$ cat config.mk
export PLATFORM = sky130hd
export DESIGN_NAME = aha_ahb_code_sram_ctrl
export DESIGN_NICKNAME = d
export VERILOG_FILES = /design/src/rtl/aha_code_sram_pkg.sv /design/src/rtl/aha_code_sram_bytemask.sv /design/src/rtl/aha_ahb_code_sram_ctrl.sv
export SDC_FILE = /design/constraint.sdc
export NUM_CORES = 1
export LEC_CHECK = 0
export BUFFER_PORTS_ARGS = -buffer_cell sky130_fd_sc_hd__buf_2
export CORE_MARGIN = 10
export CORE_UTILIZATION = 43
export CTS_CLUSTER_SIZE = 30
export DETAILED_ROUTE_END_ITERATION = 6
export HOLD_SLACK_MARGIN = 0.12
export PLACE_DENSITY_LB_ADDON = 0.25
export SYNTH_ARGS = -nofsm -noshare
export SYNTH_HDL_FRONTEND = slang
export SYNTH_SLANG_ARGS = --single-unit
$ cat constraint.sdc
create_clock -name HCLK -period 1.9 [get_ports HCLK]
set_input_delay 0.095 -clock HCLK [delete_from_list [all_inputs] [get_ports HCLK]]
set_output_delay 0.095 -clock HCLK [all_outputs]
set_load 0.01 [all_outputs]
$ cat src/rtl/aha_code_sram_pkg.sv
// Shared definitions for the Cortex-M3 code-region SRAM controller:
// AHB-Lite encodings, the controller FSM state type and the byte-merge helper.
package aha_code_sram_pkg;

    localparam logic [1:0] HTRANS_IDLE   = 2'b00;
    localparam logic [1:0] HTRANS_BUSY   = 2'b01;
    localparam logic [1:0] HTRANS_NONSEQ = 2'b10;
    localparam logic [1:0] HTRANS_SEQ    = 2'b11;

    localparam logic [2:0] HSIZE_BYTE = 3'b000;
    localparam logic [2:0] HSIZE_HALF = 3'b001;
    localparam logic [2:0] HSIZE_WORD = 3'b010;

    localparam logic [1:0] HRESP_OKAY = 2'b00;

    // ST_RWAIT is only reachable when the read wait state is compiled in.
    typedef enum logic [1:0] {
        ST_IDLE  = 2'd0,
        ST_WDATA = 2'd1,
        ST_RDATA = 2'd2,
        ST_RWAIT = 2'd3
    } state_t;

    // Replace the bytes of base selected by mask with the bytes of ovr.
    function automatic logic [31:0] merge_bytes(input logic [31:0] base,
                                                input logic [31:0] ovr,
                                                input logic [3:0]  mask);
        logic [31:0] r;
        r = base;
        for (int i = 0; i < 4; i++) begin
            if (mask[i]) begin
                r[8*i +: 8] = ovr[8*i +: 8];
            end
        end
        return r;
    endfunction

endpackage

$ cat src/rtl/aha_code_sram_bytemask.sv
// Byte-lane enables of an AHB transfer from HSIZE and the low address bits.
// Word and larger transfers always enable all four lanes.
module aha_code_sram_bytemask
    import aha_code_sram_pkg::*;
(
    input  logic [2:0] hsize,
    input  logic [1:0] addr_lo,
    output logic [3:0] mask
);

    // Decode size/offset into one, two or four active lanes.
    always_comb begin
        mask = 4'hF;
        if (hsize == HSIZE_BYTE) begin
            mask = 4'b0001 << addr_lo;
        end else if (hsize == HSIZE_HALF) begin
            mask = addr_lo[1] ? 4'b1100 : 4'b0011;
        end
    end

endmodule

$ cat src/rtl/aha_ahb_code_sram_ctrl.sv
// AHB-Lite slave for the Cortex-M3 code-region SRAM with a one-entry posted
// write buffer. Reads always own the SRAM port in their address phase; the
// buffered write drains in any cycle without a read address phase and is
// forwarded into read data when the word addresses match.
// Optional build macro AHA_CODE_SRAM_RD_WAIT_EN: SRAM with registered output,
// every read gets one wait state (RDATA -> RWAIT).
module aha_ahb_code_sram_ctrl
    import aha_code_sram_pkg::*;
#(
    parameter int AW = 17
) (
    input  logic          HCLK,
    input  logic          HRESETn,
    input  logic          HSEL,
    input  logic          HREADY,
    input  logic [1:0]    HTRANS,
    input  logic [2:0]    HSIZE,
    input  logic          HWRITE,
    input  logic [31:0]   HADDR,
    input  logic [31:0]   HWDATA,
    output logic          HREADYOUT,
    output logic [1:0]    HRESP,
    output logic [31:0]   HRDATA,
    output logic          SRAM_CEn,
    output logic [3:0]    SRAM_WEn,
    output logic [AW-3:0] SRAM_ADDR,
    output logic [31:0]   SRAM_WDATA,
    input  logic [31:0]   SRAM_RDATA
);

    state_t        state_q, state_d;
    logic [AW-3:0] rd_addr_q, rd_addr_d;
    logic [AW-3:0] buf_addr_q, buf_addr_d;
    logic [3:0]    buf_mask_q, buf_mask_d;
    logic [31:0]   buf_data_q, buf_data_d;
    logic          buf_valid_q, buf_valid_d;

    logic          accept, acc_wr, acc_rd;
    logic          wdata_ph, commit, commit_blk, fwd_hit;
    logic [31:0]   commit_data;
    logic [3:0]    addr_mask;
    logic          unused_bits;

    assign unused_bits = &{1'b0, HADDR[31:AW], HADDR[1:0] & 2'b00, HTRANS[0]};

    aha_code_sram_bytemask u_bytemask (
        .hsize   (HSIZE),
        .addr_lo (HADDR[1:0]),
        .mask    (addr_mask)
    );

    assign accept   = HSEL & HREADY & HTRANS[1];
    assign acc_wr   = accept & HWRITE;
    assign acc_rd   = accept & ~HWRITE;
    assign wdata_ph = (state_q == ST_WDATA);
    assign fwd_hit  = buf_valid_q & (buf_addr_q == rd_addr_q);

`ifdef AHA_CODE_SRAM_RD_WAIT_EN
    assign commit_blk = (state_q == ST_RWAIT);
`else
    assign commit_blk = 1'b0;
`endif

    // A held entry drains whenever no read claims the port. A write whose data
    // is arriving right now is pushed straight through only when a new write
    // address phase is about to reuse the buffer address/mask registers.
    assign commit      = ~commit_blk & (buf_valid_q ? ~acc_rd : (wdata_ph & acc_wr));
    assign commit_data = wdata_ph ? HWDATA : buf_data_q;

    // State register.
    always_ff @(posedge HCLK or negedge HRESETn) begin
        if (!HRESETn) begin
            state_q <= ST_IDLE;
        end else begin
            state_q <= state_d;
        end
    end

    // Next state: follow the transfer accepted this cycle; reads stall once when built with the wait state.
    always_comb begin
        state_d = ST_IDLE;
        if (acc_wr) begin
            state_d = ST_WDATA;
        end else if (acc_rd) begin
            state_d = ST_RDATA;
        end
`ifdef AHA_CODE_SRAM_RD_WAIT_EN
        if (state_q == ST_RDATA) begin
            state_d = ST_RWAIT;
        end
`endif
    end

    // Write buffer and read address registers.
    always_ff @(posedge HCLK or negedge HRESETn) begin
        if (!HRESETn) begin
            rd_addr_q   <= '0;
            buf_addr_q  <= '0;
            buf_mask_q  <= '0;
            buf_data_q  <= '0;
            buf_valid_q <= 1'b0;
        end else begin
            rd_addr_q   <= rd_addr_d;
            buf_addr_q  <= buf_addr_d;
            buf_mask_q  <= buf_mask_d;
            buf_data_q  <= buf_data_d;
            buf_valid_q <= buf_valid_d;
        end
    end

    // Load address/mask on write address phases, data on write data phases, drop valid on drain.
    always_comb begin
        rd_addr_d   = rd_addr_q;
        buf_addr_d  = buf_addr_q;
        buf_mask_d  = buf_mask_q;
        buf_data_d  = buf_data_q;
        buf_valid_d = buf_valid_q;
        if (acc_rd) begin
            rd_addr_d = HADDR[AW-1:2];
        end
        if (acc_wr) begin
            buf_addr_d = HADDR[AW-1:2];
            buf_mask_d = addr_mask;
        end
        if (wdata_ph) begin
            buf_data_d  = HWDATA;
            buf_valid_d = ~acc_wr;
        end else if (commit) begin
            buf_valid_d = 1'b0;
        end
    end

`ifdef AHA_CODE_SRAM_RD_WAIT_EN
    logic [3:0]  fwd_mask_q, fwd_mask_d;
    logic [31:0] fwd_data_q, fwd_data_d;

    // Forwarding snapshot: the buffer may drain during RDATA, but the SRAM output seen in RWAIT predates that drain.
    always_ff @(posedge HCLK or negedge HRESETn) begin
        if (!HRESETn) begin
            fwd_mask_q <= '0;
            fwd_data_q <= '0;
        end else begin
            fwd_mask_q <= fwd_mask_d;
            fwd_data_q <= fwd_data_d;
        end
    end

    // Capture the buffer contents relevant to the outstanding read during RDATA.
    always_comb begin
        fwd_mask_d = fwd_mask_q;
        fwd_data_d = fwd_data_q;
        if (state_q == ST_RDATA) begin
            fwd_mask_d = fwd_hit ? buf_mask_q : 4'h0;
            fwd_data_d = buf_data_q;
        end
    end
`endif

    // Outputs: bus response, read data merge and SRAM port arbitration (read wins).
    always_comb begin
        HRESP      = HRESP_OKAY;
        HRDATA     = 32'h0;
        SRAM_CEn   = 1'b1;
        SRAM_WEn   = 4'hF;
        SRAM_ADDR  = '0;
        SRAM_WDATA = 32'h0;
`ifdef AHA_CODE_SRAM_RD_WAIT_EN
        HREADYOUT = (state_q != ST_RDATA);
        if (state_q == ST_RWAIT) begin
            HRDATA = merge_bytes(SRAM_RDATA, fwd_data_q, fwd_mask_q);
        end
`else
        HREADYOUT = 1'b1;
        if (state_q == ST_RDATA) begin
            HRDATA = merge_bytes(SRAM_RDATA, buf_data_q, fwd_hit ? buf_mask_q : 4'h0);
        end
`endif
        if (acc_rd) begin
            SRAM_CEn  = 1'b0;
            SRAM_ADDR = HADDR[AW-1:2];
        end else if (commit) begin
            SRAM_CEn   = 1'b0;
            SRAM_WEn   = ~buf_mask_q;
            SRAM_ADDR  = buf_addr_q;
            SRAM_WDATA = commit_data;
        end
    end

endmodule

==> impl_metrics.env <==
export IMPL_routed_via_density=5.034
export IMPL_r2r_cells=6
export IMPL_cap_violations=0
export IMPL_grt_pass1_wl_um=21130
export IMPL_setup_ws_ns=-0.3345
export IMPL_grt_max_degree=38
export IMPL_rsz0062_at_grt="yes"
export IMPL_timing_fmax_ghz=0.4475
export IMPL_finalHoldViolations=0
export IMPL_register_area_um2=1727
export IMPL_nNetsFinal=724
export IMPL_fin_crit_ns=2.235
export IMPL_portBuffers=173
export IMPL_cts_root_buf="clkbuf_8"
export IMPL_clock_sinks=69
export IMPL_drt_wirelength_per_cell_um=19.18
export IMPL_io_pins=193
export IMPL_routabilityCongestion=0.8359
export IMPL_numCtsBuffers=9
export IMPL_synth_compound_area_frac=0.05129
export IMPL_synth_seq_area_share=0.4342
export IMPL_die_area_um2=13490
export IMPL_mostFrequentLayoutCells="144 x buf_2, 77 x nand2_1, 69 x dfrtp_1"
export IMPL_critical_path_class="reg -> out"
export IMPL_ctsHtreeMaxLevel=3
export IMPL_status="finished with violations"
export IMPL_synth_top_family_by_area="multiplexers"
export IMPL_irDropWorstVdd_mv=0.5028
export IMPL_dr_pass1_iters=4
export IMPL_drc=0
export IMPL_endpoint="HRDATA[13]"
export IMPL_crit_fanout=8
export IMPL_place_area_um2=5109
export IMPL_cts_clk_slew_worst_paths_ns=0.07
export IMPL_antenna_found_initial=1
export IMPL_leakage_uw=0.003126
export IMPL_end_kind="primary output"
export IMPL_clkLatencyLatePin_ns=0.33
export IMPL_worstReg2RegEnd="buf_data_q[25]$_DFF_PN0_"
export IMPL_setup_violations=62
export IMPL_die_y_um=116.2
export IMPL_core_um2=9109
export IMPL_layout_commonest_cell="buf_2"
export IMPL_clock_skew_ns=0.003976
export IMPL_synth_simple_area_share=0.1768
export IMPL_ant_nets=0
export IMPL_via_count=3690
export IMPL_cts_tree="yes"
export IMPL_dp_cells=641
export IMPL_yosys_area_share_adder=0
export IMPL_instances_no_fill=733
export IMPL_fin_area_um2=6623
export IMPL_wl_um=14060
export IMPL_syn_inst=363
export IMPL_syn_area_um2=3976
export IMPL_r2r_start="state_q[1]$_DFF_PN0_"
export IMPL_start_util=0.4365
export IMPL_synth_top_area_frac=0.4342
export IMPL_rows=35
export IMPL_min_path_type="in -> reg"
export IMPL_nFillCells=608
export IMPL_avgSynthCellArea_um2=10.95
export IMPL_dp_slack_ns=-0.01506
export IMPL_initialDrtViolationCount=217
export IMPL_multi_input_area_um2=2405
export IMPL_ys_ff_latch=69
export IMPL_rrSetupSlack_ns=0.44
export IMPL_power_uw=4503
export IMPL_synth_cell_types=25
export IMPL_die_x_um=116.2
export IMPL_dp_hpwl_um=9070
export IMPL_ctsLongestPathBuffers=2
export IMPL_setup_worst_path_start="buf_addr_q[1]$_DFFE_PN0P_"
export IMPL_failed_checks="negative setup slack"
export IMPL_grt_usage=0.1976
export IMPL_synth_area_top_cells="dfrtp_1 43%, mux2_2 18%, mux2i_1 8.1%"
export IMPL_drv_slew=0
export IMPL_critPathArrivalTime_ns=2.14
export IMPL_power_density_nw_per_um2=680.0
export IMPL_cp_required_ns=1.80
export IMPL_synth_mux_area_frac=0.2561
export IMPL_grt_ovfl_total=0
export IMPL_grt_pass1_vias=4017
export IMPL_synth_warnings=0
export IMPL_synthXorXnorAreaFrac=0.04814
export IMPL_startpoint_type="register"
export IMPL_syn_to_final_growth_pct=66.55
export IMPL_yosysTopAreaCell="dfrtp_1"
export IMPL_fin_crit_sh=1.176
export IMPL_drive_above_1_share=0.5652
[stage by stage]
stage	utilization	hold WS [ns]	setup TNS, ns
after global placement	0.5609	0.05915	-0.0001738
after detailed placement	0.5609	0.06401	-0.02159
after floorplan	-	-0.2006	0
after CTS	0.6992	0.1506	-12.96
after global routing	0.7271	0.1915	-16.18
final	0.7271	0.1699	-9.552
[registers in the layout, summed over array words and instances (netlist names)]
name / count
buf_data_q: 32
buf_addr_q: 15
rd_addr_q: 15
buf_mask_q: 4
state_q: 2
buf_valid_q: 1
[critical path: stages, from the launching register on]
cell,delay (ns)
dfrtp_1,0.44
xnor2_2,0.23
nand4b_1,0.20
nor4_4,0.34
buf_12,0.18
mux2i_2,0.24
buf_2,0.17
[per-layer routing]
| metal | global-route usage | vias to the layer above | wire, um |
|---|---|---|---|
| met5 | 0 | - | 0 |
| met4 | 0.05755 | 0 | 246 |
| met3 | 0.05598 | 18 | 1141 |
| met2 | 0.3500 | 152 | 7047 |
| met1 | 0.2266 | 1777 | 5624 |
| li1 | - | 1743 | - |
[what timing repair did]
item | in CTS | in global routing
pin swaps | 24 | 20
setup buffers | 14 | 11
gates cloned | 7 | 2
endpoints found under the hold margin | 94 | 0
gates resized for setup | 75 | 57
endpoints found under the setup margin | 55 | 84
hold buffers | 50 | 0
[worst min-delay path by stage]
stage,cells after the start,endpoint,startpoint
global placement,1,buf_data_q[13]$_DFF_PN0_,HRESETn
floorplan,0,buf_addr_q[0]$_DFFE_PN0P_,HRESETn
detailed placement,1,buf_data_q[13]$_DFF_PN0_,HRESETn
finish,4,buf_mask_q[0]$_DFFE_PN0P_,HSIZE[2]
global route,4,buf_mask_q[1]$_DFFE_PN0P_,HSIZE[2]
CTS,4,buf_mask_q[1]$_DFFE_PN0P_,HSIZE[2]
[cell type report]
cell class	instances	share of cell area
inverter	3	0.001700
timing repair buffer	268	0.3282
sequential	69	0.2607
clock inverter	2	0.001511
antenna	1	0.0003779
clock buffer	12	0.02343
multi-input combinational	267	0.3631
tap	111	0.02097
[cells in the mapped netlist]
cell type / instances
nand2_1: 77
dfrtp_1: 69
mux2_2: 62
and2_1: 32
mux2i_1: 32
a22o_1: 15
clkbuf_1: 15
xnor2_2: 8
a21oi_1: 7
buf_2: 7
xnor2_1: 7
nand4b_1: 4
nor4_4: 4
o21ai_0: 4
buf_4: 3
nor2b_1: 3
a211o_1: 2
conb_1: 2
inv_1: 2
nand4_4: 2
nor2_1: 2
and3_1: 1
inv_2: 1
nand2b_1: 1
nand4_2: 1
[cells by family (layout without fill, tap and decap cells)]
family,after synthesis,count (layout)
AOI/OAI and AO/OA,28,28
xor gates and xnor gates,15,15
buffers and inverters,28,285
DFF,69,69
muxes,94,94
other,2,4
and+or+nand+nor,127,127
[power breakdown]
part / leakage [uW] / switching (uW) / total (uW) / internal [uW]
logic: 0.00220 / 558 / 1430 / 870
registers: 0.000834 / 254 / 2040 / 1790
clock network: 0.0000881 / 508 / 1030 / 527
Note: power is estimated with default switching activity, not from simulation.
